==> src/rtl/vga_sprite_display_if.sv <==
// CPU register bus into the sprite display: chip select, write strobe, word address, data.
// Writes land on the clk edge they are presented; reads return one clk later; never stalls.
interface vga_sprite_display_if;
  logic        enable;
  logic        MemWrite;
  logic [31:0] DataAdr;
  logic [31:0] WriteData;
  logic [31:0] ReadData;

  modport master (output enable, MemWrite, DataAdr, WriteData, input ReadData);
  modport slave  (input enable, MemWrite, DataAdr, WriteData, output ReadData);
endinterface

==> src/rtl/vga_sprite_display.sv <==
// 640x480 VGA timing with three double-buffered 16x16 sprites; pixels emerge one tick after the counters.
// CPU bus is never stalled: writes hit staging at once, readback is registered one clk later.
module vga_sprite_display #(
  parameter int H_VIS  = 640,
  parameter int H_FP   = 16,
  parameter int H_SYNC = 96,
  parameter int H_BP   = 48,
  parameter int V_VIS  = 480,
  parameter int V_FP   = 10,
  parameter int V_SYNC = 2,
  parameter int V_BP   = 33
) (
  input  logic                 clk,
  input  logic                 reset,
  vga_sprite_display_if.slave  bus,
  output logic [7:0]           VGA_R,
  output logic [7:0]           VGA_G,
  output logic [7:0]           VGA_B,
  output logic                 VGA_HS,
  output logic                 VGA_VS,
  output logic                 VGA_BLANK_N,
  output logic                 VGA_SYNC_N,
  output logic                 VGA_Clock
);
  localparam logic [9:0] H_LAST   = 10'(H_VIS + H_FP + H_SYNC + H_BP - 1);
  localparam logic [9:0] V_LAST   = 10'(V_VIS + V_FP + V_SYNC + V_BP - 1);
  localparam logic [9:0] H_VEND   = 10'(H_VIS);
  localparam logic [9:0] V_VEND   = 10'(V_VIS);
  localparam logic [9:0] HS_FIRST = 10'(H_VIS + H_FP);
  localparam logic [9:0] HS_LAST  = 10'(H_VIS + H_FP + H_SYNC - 1);
  localparam logic [9:0] VS_FIRST = 10'(V_VIS + V_FP);
  localparam logic [9:0] VS_LAST  = 10'(V_VIS + V_FP + V_SYNC - 1);

  logic        phase;
  logic [9:0]  hcount, vcount;
  logic [9:0]  stg [6];
  logic [9:0]  act [6];
  logic [2:0]  stg_ctrl, act_ctrl;
  logic [7:0]  frame_count;
  logic [2:0]  sel;
  logic        wr_en, rd_en, commit, visible, vblank;
  logic [31:0] rd_val;
  logic [23:0] rgb;
  logic        unused_bus_bits;

  assign sel        = bus.DataAdr[4:2];
  assign wr_en      = bus.enable && bus.MemWrite;
  assign rd_en      = bus.enable && !bus.MemWrite;
  assign commit     = phase && (hcount == 10'd0) && (vcount == V_VEND);
  assign visible    = (hcount < H_VEND) && (vcount < V_VEND);
  assign vblank     = vcount >= V_VEND;
  assign VGA_SYNC_N = 1'b0;
  assign VGA_Clock  = phase;
  assign unused_bus_bits = ^{bus.DataAdr[31:5], bus.DataAdr[1:0], bus.WriteData[31:10]};

  always_ff @(posedge clk or posedge reset) begin
    if (reset) begin
      phase  <= 1'b0;
      hcount <= '0;
      vcount <= '0;
    end else begin
      phase <= ~phase;
      if (phase) begin
        if (hcount == H_LAST) begin
          hcount <= '0;
          vcount <= (vcount == V_LAST) ? 10'd0 : vcount + 10'd1;
        end else begin
          hcount <= hcount + 10'd1;
        end
      end
    end
  end

  // Commit copies the pre-edge staging values, so a write in the same clk waits for the next frame.
  always_ff @(posedge clk or posedge reset) begin
    if (reset) begin
      for (int i = 0; i < 6; i++) begin
        stg[i] <= '0;
        act[i] <= '0;
      end
      stg_ctrl    <= '0;
      act_ctrl    <= '0;
      frame_count <= '0;
    end else begin
      if (wr_en) begin
        if (sel <= 3'd5) stg[sel] <= bus.WriteData[9:0];
        else if (sel == 3'd6) stg_ctrl <= bus.WriteData[2:0];
      end
      if (commit) begin
        for (int i = 0; i < 6; i++) act[i] <= stg[i];
        act_ctrl    <= stg_ctrl;
        frame_count <= frame_count + 8'd1;
      end
    end
  end

  always_comb begin
    rd_val = '0;
    case (sel)
      3'd6:    rd_val = {29'd0, stg_ctrl};
      3'd7:    rd_val = {22'd0, vblank, frame_count, 1'b0};
      default: rd_val = {22'd0, stg[sel]};
    endcase
  end

  always_ff @(posedge clk or posedge reset) begin
    if (reset)      bus.ReadData <= '0;
    else if (rd_en) bus.ReadData <= rd_val;
  end

  // 11-bit compare keeps X+15 from wrapping, so sprites clip at the right/bottom edge.
  function automatic logic hit(input logic [9:0] x, input logic [9:0] y,
                               input logic [9:0] h, input logic [9:0] v);
    logic [10:0] x_end, y_end;
    x_end = {1'b0, x} + 11'd15;
    y_end = {1'b0, y} + 11'd15;
    return ({1'b0, h} >= {1'b0, x}) && ({1'b0, h} <= x_end) &&
           ({1'b0, v} >= {1'b0, y}) && ({1'b0, v} <= y_end);
  endfunction

  always_comb begin
    rgb = 24'h000000;
    if (act_ctrl[0] && hit(act[0], act[1], hcount, vcount)) rgb = 24'h00FF00;
    if (act_ctrl[1] && hit(act[2], act[3], hcount, vcount)) rgb = 24'hFF0000;
    if (act_ctrl[2] && hit(act[4], act[5], hcount, vcount)) rgb = 24'h0000FF;
    if (!visible) rgb = 24'h000000;
  end

  always_ff @(posedge clk or posedge reset) begin
    if (reset) begin
      {VGA_R, VGA_G, VGA_B} <= '0;
      VGA_BLANK_N           <= 1'b0;
      VGA_HS                <= 1'b1;
      VGA_VS                <= 1'b1;
    end else if (phase) begin
      {VGA_R, VGA_G, VGA_B} <= rgb;
      VGA_BLANK_N           <= visible;
      VGA_HS                <= !((hcount >= HS_FIRST) && (hcount <= HS_LAST));
      VGA_VS                <= !((vcount >= VS_FIRST) && (vcount <= VS_LAST));
    end
  end
endmodule

==> src/flat_wrapper.sv <==
// flat-port wrapper written by rule: the top's interface ports become plain ports
module vga_sprite_display_flat 
#(
  parameter int H_VIS  = 640,
  parameter int H_FP   = 16,
  parameter int H_SYNC = 96,
  parameter int H_BP   = 48,
  parameter int V_VIS  = 480,
  parameter int V_FP   = 10,
  parameter int V_SYNC = 2,
  parameter int V_BP   = 33
)
  (clk, reset, VGA_R, VGA_G, VGA_B, VGA_HS, VGA_VS, VGA_BLANK_N, VGA_SYNC_N, VGA_Clock, bus_enable, bus_MemWrite, bus_DataAdr, bus_WriteData, bus_ReadData);
  vga_sprite_display_if bus_i ();
  input  logic clk;
  input  logic reset;
  output logic [7:0] VGA_R;
  output logic [7:0] VGA_G;
  output logic [7:0] VGA_B;
  output logic VGA_HS;
  output logic VGA_VS;
  output logic VGA_BLANK_N;
  output logic VGA_SYNC_N;
  output logic VGA_Clock;
  input wire logic [$bits(bus_i.enable)-1:0] bus_enable;
  input wire logic [$bits(bus_i.MemWrite)-1:0] bus_MemWrite;
  input wire logic [$bits(bus_i.DataAdr)-1:0] bus_DataAdr;
  input wire logic [$bits(bus_i.WriteData)-1:0] bus_WriteData;
  output wire logic [$bits(bus_i.ReadData)-1:0] bus_ReadData;
  assign bus_i.enable = bus_enable;
  assign bus_i.MemWrite = bus_MemWrite;
  assign bus_i.DataAdr = bus_DataAdr;
  assign bus_i.WriteData = bus_WriteData;
  assign bus_ReadData = bus_i.ReadData;
  vga_sprite_display #(.H_VIS(H_VIS), .H_FP(H_FP), .H_SYNC(H_SYNC), .H_BP(H_BP), .V_VIS(V_VIS), .V_FP(V_FP), .V_SYNC(V_SYNC), .V_BP(V_BP)) u_core (.clk(clk), .reset(reset), .bus(bus_i), .VGA_R(VGA_R), .VGA_G(VGA_G), .VGA_B(VGA_B), .VGA_HS(VGA_HS), .VGA_VS(VGA_VS), .VGA_BLANK_N(VGA_BLANK_N), .VGA_SYNC_N(VGA_SYNC_N), .VGA_Clock(VGA_Clock));
endmodule
==> config.mk <==
export PLATFORM = sky130hd
export DESIGN_NAME = vga_sprite_display_flat
export DESIGN_NICKNAME = d
export VERILOG_FILES = /design/src/rtl/vga_sprite_display_if.sv /design/src/rtl/vga_sprite_display.sv /design/src/flat_wrapper.sv
export SDC_FILE = /design/constraint.sdc
export NUM_CORES = 1
export LEC_CHECK = 0
export CELL_PAD_IN_SITES_DETAIL_PLACEMENT = 0
export CELL_PAD_IN_SITES_GLOBAL_PLACEMENT = 1
export CORE_MARGIN = 2
export CORE_UTILIZATION = 44
export CTS_CLUSTER_SIZE = 12
export DETAILED_ROUTE_END_ITERATION = 8
export PLACE_DENSITY_LB_ADDON = 0.1
export SYNTH_ARGS = -nofsm -noshare
export SYNTH_HDL_FRONTEND = slang
export SYNTH_SLANG_ARGS = --single-unit
==> constraint.sdc <==
create_clock -name clk -period 7.25 [get_ports clk]
set_input_delay 1.8125 -clock clk [delete_from_list [all_inputs] [get_ports clk]]
set_output_delay 1.8125 -clock clk [all_outputs]
set_load 0.01 [all_outputs]
==> impl_metrics.json <==
{
  "synth_flop_cell": "dfrtp_1",
  "totalWireLength_um": 28600,
  "cp_max_fo": 26,
  "coreArea_sq_um": 25000,
  "synth_most_common_cell": "dfrtp_1",
  "maxSlewHeadroom_pct": 30.7,
  "setup_viol": 0,
  "grt_pass1_vias": 8053,
  "critPathMaxStageDelay_ns": 1.16,
  "die_h_um": 163,
  "fin_nets": 1360,
  "hp-class": "reg2reg",
  "critPathBufInv": 1,
  "hold_violations": 0,
  "switching_power_mw": 0.684,
  "cp_slowest_cell": "clkdlybuf4s50_1",
  "grt-ovfl-total": 0,
  "dp_hpwl_um": 21100,
  "ir_worst_vdd_mv": 0.195,
  "grt_max_degree": 94,
  "ys_ff_latch": 171,
  "grt_pass1_wl_um": 46200,
  "root_buffer": "clkbuf_16",
  "yosysTopAreaCell": "dfrtp_1",
  "crit_required_ns": 7.57,
  "clock.fmax_mhz": 238,
  "cts_resized": 0,
  "rsz0062_at_grt": "no",
  "post-cts-setup-buffer-count": 0,
  "netlist_area_sq_um": 11100,
  "p_int_mw": 1.65,
  "clock_latency_ns": 0.44,
  "drive_gt1_share_pct": 10.8,
  "sequentialPowerShare_pct": 48.8,
  "tns_ns": 0,
  "antenna_left": 0,
  "clk_pin_slew_ns": 0.09,
  "finClkSkew_ns": 0.0215,
  "maxCapViolCount": 0,
  "ys_warn_count": 0,
  "area_growth_pct": 11.7,
  "synth-simple-area-share_pct": 12.5,
  "die_w_um": 163,
  "synth_cell_types": 65,
  "synth_edf_count": 0,
  "synthTopCellsByCount": "dfrtp_1, ha_1, nand2_1, o21ai_0, inv_1",
  "clock_sinks": 171,
  "die_area_sq_um": 26400,
  "stdcell_area_sq_um": 12400,
  "num_antenna_cells": 0,
  "yosys-top-cells-area": "dfrtp_1, ha_1, mux2_2",
  "grt_usage_pct": 22.8,
  "path_class": "in2reg",
  "period_share_pct": 58.0,
  "num_vias": 8210,
  "htreeDepth": 4,
  "place_area_sq_um": 11700,
  "crit_family": "buffers and inverters",
  "synthMuxAreaShare_pct": 9.40,
  "synth_area_per_cell_sq_um": 9.77,
  "synth_compound_area_share_pct": 12.5,
  "worstPathArrival_ns": 4.53,
  "yosys.area_share.xor_xnor_pct": 5.30,
  "status": "complete, no violations",
  "synthArstFlopShare_pct": 100,
  "timing.hold.ws_ns": 0.480,
  "worst_pin_slew_ns": 1.04,
  "p_per_area_nw_per_um2": 189,
  "numCtsBuffers": 17,
  "rrSetupSlack_ns": 3.65,
  "dr.first_iter.drc_count": 410,
  "ctsHoldBuffers": 0,
  "io_buffers": 54,
  "p_leak_nw": 5.42,
  "pwr-share-clk_pct": 41.2,
  "drtPass1Iterations": 4,
  "num_io_pins": 129,
  "finalWeightedCongestion": 0.814,
  "synthAdderAreaFrac_pct": 14.8,
  "wl_per_cell_um": 19.0,
  "period_minus_slack_ns": 4.21,
  "vias_per_cell": 5.46,
  "drc": 0,
  "clockBufferDepth": 2,
  "netlist.area_leader.share_pct": 38.2,
  "synth_top_family_by_area": "adder cells",
  "combPwrFrac_pct": 10.0,
  "synth-seq-area-share_pct": 38.7,
  "antenna_found_initial": 0,
  "worstSetupStartpointType": "input port",
  "rows": 58,
  "swShare_pct": 29.3,
  "slew_viol_final": 0,
  "initial_core_util_pct": 44.3,
  "cts_tree": "yes",
  "cp_cell_sequence": "clkdlybuf4s50_1, nand3_1, nor2_1, mux2_2",
  "cp-end-kind": "register",
  "syn_inst": 1133
}
==> state kept, by name, indices dropped and copies added, names as in the netlist <==
| signal | cells |
|---|---|
| u_core.act | 60 |
| u_core.stg | 60 |
| u_core.bus.ReadData | 10 |
| u_core.hcount | 10 |
| u_core.vcount | 10 |
| u_core.frame_count | 8 |
| u_core.act_ctrl | 3 |
| u_core.stg_ctrl | 3 |
| u_core.VGA_BLANK_N | 1 |
| u_core.VGA_B | 1 |
| u_core.VGA_Clock | 1 |
| u_core.VGA_G | 1 |
| u_core.VGA_HS | 1 |
| u_core.VGA_R | 1 |
| u_core.VGA_VS | 1 |
==> power by group through the flow <==
stage / combinational (mW) / clock [mW] / sequential (mW)
final: 0.234 / 0.961 / 1.14
after floorplan: 0.166 / 0 / 1.12
after global placement: 0.234 / 0 / 1.15
after CTS: 0.238 / 0.983 / 1.14
after detailed placement: 0.237 / 0 / 1.15
after global routing: 0.257 / 1.02 / 1.15
==> metal layers <==
layer	vias to the layer above	GRT usage, %	part of all wire, %	routed length (um)
met5	-	0	0	0
met4	0	4.59	0.82	235
met3	14	3.46	3.4	981
met2	145	35.5	45	12800
met1	4022	33.7	51	14600
li1	4029	-	-	-
==> placed cells by master, fill, tap and decap left out, drive strengths merged, types with 15 or more instances in the layout <==
master and instances:
a21o 17, a21oi 48, clkbuf 17, clkdlybuf4s50 54, conb 23, dfrtp 169, ha 131, inv 80
mux2 65, mux2i 15, nand2 124, nand3 19, nand4 18, nor2 60, nor3 27, o21ai 113
xnor2 63
==> worst register-to-register path: cells and delay by family (launching register included) <==
family                   cells  cell delay [ns]
AO/OA/AOI/OAI                7             1.69
adder cells (fa/ha/maj)      2             0.54
AND/OR/NAND/NOR              2             0.61
buffers and inverters        1             0.10
flip-flops                   1             0.39
XOR/XNOR                     1             0.16
==> path summary, 6_finish.rpt <==
| check | end | from | depth (start not counted) |
|---|---|---|---|
| worst max-delay path | u_core.stg[1] | bus_DataAdr[2] | 4 |
| worst min-delay path | u_core.frame_count[7] | u_core.frame_count[7] | 1 |
| worst max register to register | u_core.VGA_R[6] | u_core.act[0] | 13 |
| worst min register to register | u_core.frame_count[7] | u_core.frame_count[7] | 1 |
| max in group asynchronous | u_core.stg[39] | reset | 3 |
| min in group asynchronous | u_core.act[53] | reset | 2 |
==> final cells by class <==
cell class                      instances  area (sq um)
Fill cell                            2369         12600
Multi-Input combinational cell        834          6130
Sequential cell                       171          4280
Timing Repair Buffer                   62           601
Clock buffer                           17           425
Tap cell                              330           413
Inverter                               75           287
Clock inverter                         15           216
==> kinds of logic (layout without fill, tap and decap cells) <==
group | after synthesis | in the layout
buffers and inverters | 150 | 169
AOI/OAI and AO/OA | 234 | 234
other | 1 | 23
DFF | 171 | 171
muxes | 87 | 87
adders and majority gates | 131 | 131
xor gates and xnor gates | 67 | 67
and+or+nand+nor | 292 | 292
==> per-stage QoR <==
step / setup slack, ns / util, % / total power, mW / instances
4_1_cts: 3.07 / 49.5 / 2.36 / 1504
3_3_place_gp: 2.66 / 46.9 / 1.39 / 1472
3_5_place_dp: 2.64 / 46.9 / 1.39 / 1472
6_report: 3.04 / 49.5 / 2.33 / 1504
5_1_grt: 2.90 / 49.5 / 2.43 / 1504
2_1_floorplan: 0.809 / - / 1.28 / 1155
Power figures use the tool's default switching activity.
